<file path="src/rtl/additive_inverse_sequencer.sv">
// On-chip driver/checker for the additive-inverse processor: resets it, plays the
// seven-step immediate program for a latched operand, then checks y/zero against -operand.
//
//  state | meaning
//  IDLE  | processor held in reset, waiting for start
//  PRST  | one-cycle processor reset after an accepted start
//  S0-S6 | program steps, one immediate per cycle
//  CHECK | sample y/zero/x and score the run
//  DONE  | done pulse, processor back in reset
module additive_inverse_sequencer #(
    parameter int WIDTH = 4,
    parameter int ERR_W = 8
) (
    input  logic             clk,
    input  logic             reset,
    input  logic             start,
    input  logic [WIDTH-1:0] operand,
    output logic             proc_reset,
    output logic [WIDTH-1:0] imm,
    input  logic [WIDTH-1:0] x_in,
    input  logic [WIDTH-1:0] y_in,
    input  logic             zero_in,
    output logic             busy,
    output logic             done,
    output logic             pass,
    output logic [WIDTH-1:0] result,
    output logic [WIDTH-1:0] x_seen,
    output logic [ERR_W-1:0] err_count
);

    typedef enum logic [3:0] {
        IDLE, PRST, S0, S1, S2, S3, S4, S5, S6, CHECK, DONE
    } state_t;

    state_t           state, state_nx;
    logic [WIDTH-1:0] op_q;
    logic [WIDTH-1:0] exp_y;
    logic             exp_zero;
    logic             match;
    logic             proc_reset_nx, busy_nx, done_nx;
    logic [WIDTH-1:0] imm_nx;

    assign exp_y    = ~op_q + {{(WIDTH-1){1'b0}}, 1'b1};
    assign exp_zero = (op_q == '0);
    assign match    = (y_in == exp_y) && (zero_in == exp_zero);

    // Outputs are registered from the next state so they line up with the state they describe.
    always_comb begin
        state_nx      = state;
        proc_reset_nx = 1'b0;
        busy_nx       = 1'b1;
        done_nx       = 1'b0;
        imm_nx        = '0;
        case (state)
            IDLE:    if (start) state_nx = PRST;
            PRST:    state_nx = S0;
            S0:      state_nx = S1;
            S1:      state_nx = S2;
            S2:      state_nx = S3;
            S3:      state_nx = S4;
            S4:      state_nx = S5;
            S5:      state_nx = S6;
            S6:      state_nx = CHECK;
            CHECK:   state_nx = DONE;
            DONE:    state_nx = IDLE;
            default: state_nx = IDLE;
        endcase
        case (state_nx)
            IDLE: begin
                proc_reset_nx = 1'b1;
                busy_nx       = 1'b0;
            end
            PRST:    proc_reset_nx = 1'b1;
            S0, S5:  imm_nx = op_q;
            S3:      imm_nx = {{(WIDTH-1){1'b0}}, 1'b1};
            DONE: begin
                proc_reset_nx = 1'b1;
                done_nx       = 1'b1;
            end
            default: imm_nx = '0;
        endcase
    end

    always_ff @(posedge clk or negedge reset) begin
        if (!reset) begin
            state      <= IDLE;
            op_q       <= '0;
            proc_reset <= 1'b1;
            imm        <= '0;
            busy       <= 1'b0;
            done       <= 1'b0;
        end else begin
            state      <= state_nx;
            proc_reset <= proc_reset_nx;
            imm        <= imm_nx;
            busy       <= busy_nx;
            done       <= done_nx;
            if (state == IDLE && start)
                op_q <= operand;
        end
    end

    always_ff @(posedge clk or negedge reset) begin
        if (!reset) begin
            pass      <= 1'b0;
            result    <= '0;
            x_seen    <= '0;
            err_count <= '0;
        end else if (state == CHECK) begin
            result <= y_in;
            x_seen <= x_in;
            pass   <= match;
            if (!match && err_count != {ERR_W{1'b1}})
                err_count <= err_count + {{(ERR_W-1){1'b0}}, 1'b1};
        end
    end

endmodule

</file>
<file path="config.mk">
export PLATFORM = sky130hd
export DESIGN_NAME = additive_inverse_sequencer
export DESIGN_NICKNAME = d
export VERILOG_FILES = /design/src/rtl/additive_inverse_sequencer.sv
export SDC_FILE = /design/constraint.sdc
export NUM_CORES = 1
export LEC_CHECK = 0
export BUFFER_PORTS_ARGS = -buffer_cell sky130_fd_sc_hd__buf_2
export CAP_MARGIN = 5
export CORE_MARGIN = 5
export CORE_UTILIZATION = 40
export CTS_CLUSTER_DIAMETER = 60
export CTS_CLUSTER_SIZE = 20
export DETAILED_ROUTE_END_ITERATION = 16
export PLACE_DENSITY = 0.7
export SLEW_MARGIN = 40
export SYNTH_ARGS = -nofsm -noshare
export SYNTH_HDL_FRONTEND = slang
export SYNTH_SLANG_ARGS = --single-unit
</file>
<file path="constraint.sdc">
create_clock -name clk -period 5 [get_ports clk]
set_input_delay 1 -clock clk [delete_from_list [all_inputs] [get_ports clk]]
set_output_delay 1 -clock clk [all_outputs]
set_load 0.02 [all_outputs]
</file>
==> results.cfg, run 1 <==
[detailed_routing]
num_vias = 1121
highest_layer = met4
drt-initial-drc-count = 70
wl_per_cell_um = 12.8
wl_met2_um = 1430
routed_wl_um = 2920
firstDrtPassIters = 4
via_per_inst = 4.90
dr_wl_met3_um = 234
wl_met1_um = 1210
ant_nets = 0
drc_errors = 0

[synth]
syn_inst = 138
ys_types = 34
synth-seq-area-share = 0.540
synth_compound_area_frac = 0.0800
async_reset_ff_frac = 1.00
synth_top_family_by_area = simple AND/OR/NAND/NOR gates
syn_area_per_cell_um2 = 10.8
syn_area_mm2 = 0.00149
yosysTopAreaCellShare = 0.522
syn-num-nets = 156
synth_common_cells = 33 x nand2_1, 31 x dfrtp_1, 7 x mux2_2, 7 x nor3_1, 7 x xnor2_1
synth_area_leaders = dfrtp_1 52%, nand2_1 8.3%, mux2_2 5.3%
synth_most_common_cell = nand2_1
yosys_warnings = 0
synthSimpleGateAreaFrac = 0.214
synth-edff-count = 0
synthMuxAreaShare = 0.0530
ys_ff_latch = 32
synth-main-ff-cell = dfrtp_1
synth-xor-area-share = 0.0766
yosys.area_share.adder = 0.0168
synth_top_area_cell = dfrtp_1

[layout]
drive_gt1_frac = 0.331
diodes = 0
syn_to_final_growth_pct = 22.2
design_area_mm2 = 0.00182
fillers = 343
nets = 198

[cts]
cts_sinks = 32
cts_tree = done
clkTransAtPathRegs_ps = 60
htreeDepth = 2
cts_buffers = 5
cts_resized = 0
clk_latency_ps = 280
clock_path_buffers = 2
ctsHoldBuffers = 0
cts_setup_buffers = 0
cts_root_buffer = clkbuf_8

[global_route]
grt_usage = 0.131
overflow = 0
grt_pass1_vias = 1144
grt_pass1_wl_um = 5130
grt_max_degree = 33
antenna_found_initial = 0

[die]
core-area_mm2 = 0.00363
rows = 22
fp.dieH_um = 71.0
start_util = 0.409
die_area_mm2 = 0.00504
die_x_um = 71.0
ios = 40

[setup_path]
cp_top_family = compound AO/OA/AOI/OAI gates
slowest_stage = a2111oi_4
path_cells = buf_2 -> or2b_2 -> a2111oi_4 -> a2111oi_4 -> a211oi_2 -> mux2_2
cp.arrival_ps = 2600
worstSetupStartpointType = primary input
end_kind = flip-flop
critPathBufInv = 1
cpPeakStageDelay_ps = 430
path_class = primary input to flip-flop
required_ps = 5170
cp_max_fo = 5
cp_common_cell = a2111oi_4

[place]
place_area_mm2 = 0.00173
dp_hpwl_um = 2180
place_congestion = 0.845
numPortBuffers = 39

[flow_run]
maxCapViolCount = 0

[timing]
setup_violations = 0
max_freq_mhz = 411
final-hold-violation-count = 0
rsz0062_at_grt = false
finalSetupTns_ps = 0
post-route-period-util = 0.487
final_max_slew_viol_count = 0
fin_crit_ps = 2430
max_slew_margin = 0.550
fin_worst_skew_ps = 4.99
worst_pin_slew_ps = 675

[power_and_ir_drop]
p_per_area_mw_per_mm2 = 610
ir_drop_v = 0.000214
power_leakage_uw = 0.000854

[outcome]
outcome = completed

[min_path]
hold_path.class = flip-flop to flip-flop
placed cells by master, fill, tap and decap left out, types with 2 or more instances in the layout:
cell type,count
mux2_2,7
a21oi_1,2
nand2_1,33
nor2_1,5
xnor2_1,7
buf_2,39
dfrtp_1,31
ha_1,2
nand3_1,4
clkbuf_1,2
inv_1,3
nor2b_1,2
nand4_1,2
a2111oi_4,2
xor2_1,6
o21ai_0,3
nor3_1,7
clkbuf_8,6
routing by layer:
metal | global-route usage | vias up
li1 | - | 549
met1 | 0.149 | 531
met2 | 0.205 | 36
met3 | 0.0582 | 5
met4 | 0.0710 | 0
met5 | 0 | -
sequential cells by signal, summed over array words and instances, names as in the netlist, 4 cells and up:
signal     count
op_q           4
err_count      8
imm            4
state          4
x_seen         4
result         4
final timing paths:
kind                       depth (start not counted)  startpoint      endpoint  slack [ps]
max reg2reg                                        6    state[1]  err_count[6]        2630
max in group asynchronous                          1       reset  err_count[7]        3810
max                                                6     y_in[2]  err_count[1]        2570
min reg2reg                                        2   result[0]     result[0]         470
min in group asynchronous                          1       reset     result[2]         750
min                                                2   result[0]     result[0]         470
through the flow:
step | hold WS, ps | setup WS, ps | power, uW | cells | utilization
4_1_cts | 473 | 2570 | 1120 | 229 | 0.500
6_report | 468 | 2570 | 1110 | 229 | 0.500
2_1_floorplan | 503 | 2480 | 785 | 138 | -
3_5_place_dp | 458 | 2260 | 916 | 221 | 0.475
5_1_grt | 496 | 2390 | 1190 | 229 | 0.500
3_3_place_gp | 452 | 2310 | 900 | 221 | 0.475
kinds of logic after synthesis:
kind of cell | Yosys count
compound gates | 11
xor+xnor | 13
fa+ha+maj | 2
buf+inv | 8
flops | 32
mux | 7
simple gates | 65
power breakdown:
group | internal, uW | switching, uW | total (uW)
clock network | 112 | 88.7 | 201
registers | 362 | 98.3 | 460
logic | 189 | 258 | 447
total | 663 | 445 | 1110
layout make-up:
type	instances	area (um2)	area share
flip-flops and latches	32	802	0.441
multi-input cells	98	654	0.360
repair buffers	39	195	0.107
clock buffers	8	90.1	0.0496
well taps	48	60.1	0.0331
inverters	4	15.0	0.00826
worst reg2reg max path, cell delays in order (launching register included):
cell	delay [ps]
dfrtp_1	470
nor3b_1	420
nand2_1	400
clkinv_1	310
nand2_1	130
nor3_1	180
mux2_2	350
Note: power is estimated with default switching activity, not from simulation.
==> inputs of run 2 (changes only) <==
clock period = 2.3 ns   (was 5 ns; I/O delays follow)
==> results.cfg, run 2 (same netlist as run 1, synthesis figures left out) <==
[outcome]
outcome = completed

[power_and_ir_drop]
power_leakage_uw = 0.000883
ir_drop_v = 0.000453
p_per_area_mw_per_mm2 = 1320

[setup_path]
path_class = flip-flop to flip-flop
r2r_end = err_count[1]
r2r_slack_ps = 130
worstReg2RegStart = op_q[1]
end_kind = flip-flop
cp_max_fo = 4
worstSetupStartpointType = flip-flop
ff2ff_path_depth = 7
required_ps = 2460
cp.arrival_ps = 2330

[layout]
largest_reg_flops = 8
drive_gt1_frac = 0.366
layout_commonest_cell = buf_2
stdcell_count = 234
nets = 203
layout_common_cells = 39 x buf_2, 33 x nand2_1, 31 x dfrtp_1
syn_to_final_growth_pct = 25.3
fillers = 347
largest-register = err_count
diodes = 0

[detailed_routing]
routed_wl_um = 3070
wl_per_cell_um = 13.1
ant_nets = 0
firstDrtPassIters = 5
drc_errors = 0
drt-initial-drc-count = 31
via_per_inst = 4.85
num_vias = 1135

[timing]
layout_setup_ws_ps = 127
worst_pin_slew_ps = 687
fin_crit_ps = 2170
setup_violations = 0
final_max_slew_viol_count = 0
finalSetupTns_ps = 0
rsz0062_at_grt = false
fin_worst_skew_ps = 2.58
max_slew_margin = 0.542
max_freq_mhz = 460
post-route-period-util = 0.945
final-hold-violation-count = 0

[cts]
cts_root_buffer = clkbuf_8
clkTransAtPathRegs_ps = 60
htreeDepth = 2
cts_tree = done
cts_sinks = 32
cts_buffers = 5
clock_path_buffers = 2
clk_latency_ps = 270

[die]
rows = 22
fp.dieH_um = 71.0
die_x_um = 71.0
ios = 40
start_util = 0.409
die_area_mm2 = 0.00504
core-area_mm2 = 0.00363

[min_path]
hold_path.class = primary input to asynchronous set/reset pin

[global_route]
grt_pass1_vias = 1202
grt_pass1_wl_um = 5350
grt_max_degree = 33
overflow = 0
grt_usage = 0.136
antenna_found_initial = 0

[place]
numPortBuffers = 39
place_congestion = 0.791
place_inst = 225
pre_cts_ws_ps = 23.3
dp_hpwl_um = 2340

[flow_run]
maxCapViolCount = 0
## run 2: cell count changes in the layout (fill, tap and decap cells not counted), sizes merged
cell and change:
buf +5, clkinv +2, clkbuf -2
## run 2: through the flow
step	cell area [um2]	hold slack, ps	total power (uW)	utilization
floorplan	1490	164	1710	-
global placement	1760	452	1990	0.483
detailed placement	1760	461	2040	0.483
CTS	1850	244	2480	0.509
global route	1860	288	2650	0.512
finish	1860	224	2460	0.512
## run 2: worst max path at each step
stage | start | endpoint | slack, ps | cells past startpoint
6_report | op_q[1] | err_count[1] | 130 | 7
5_1_grt | op_q[1] | err_count[1] | 4 | 7
4_1_cts | op_q[1] | err_count[1] | 20 | 7
3_5_place_dp | op_q[1] | err_count[1] | 20 | 7
3_3_place_gp | op_q[1] | err_count[1] | 100 | 7
2_1_floorplan | op_q[0] | err_count[1] | 110 | 7
## run 2: where the power goes
group	switching [uW]	internal, uW
combinational	601	449
clock	191	238
sequential	194	787
total	986	1470
## run 2: critical path: stages, from the launching register on
cell and delay [ps]:
dfrtp_1 370, inv_1 70, ha_1 240, or2b_2 330, a2111oi_4 370, a2111oi_4 90, a211oi_2 230, mux2_2 360
## run 2: layout make-up
| class | instances | area (um2) | area share |
|---|---|---|---|
| multi-input cells | 98 | 659 | 0.354 |
| inverters | 4 | 15.0 | 0.00806 |
| well taps | 48 | 60.1 | 0.0323 |
| clock inverters | 2 | 10.0 | 0.00538 |
| flip-flops and latches | 32 | 802 | 0.431 |
| clock buffers | 6 | 82.6 | 0.0444 |
| repair buffers | 44 | 233 | 0.125 |
## run 2: layer usage
layer | vias up | global-route usage | wire (um)
met5 | - | 0 | 0
met4 | 0 | 0.0689 | 40
met3 | 2 | 0.0398 | 198
met2 | 32 | 0.233 | 1530
met1 | 538 | 0.152 | 1290
li1 | 563 | - | -
## run 2: timing repair
item / 4_1_cts / 5_1_grt
setup endpoints to repair: 0 / 2
setup buffers: 0 / 1
hold buffers: 0 / 0
gates resized for setup: 0 / 1
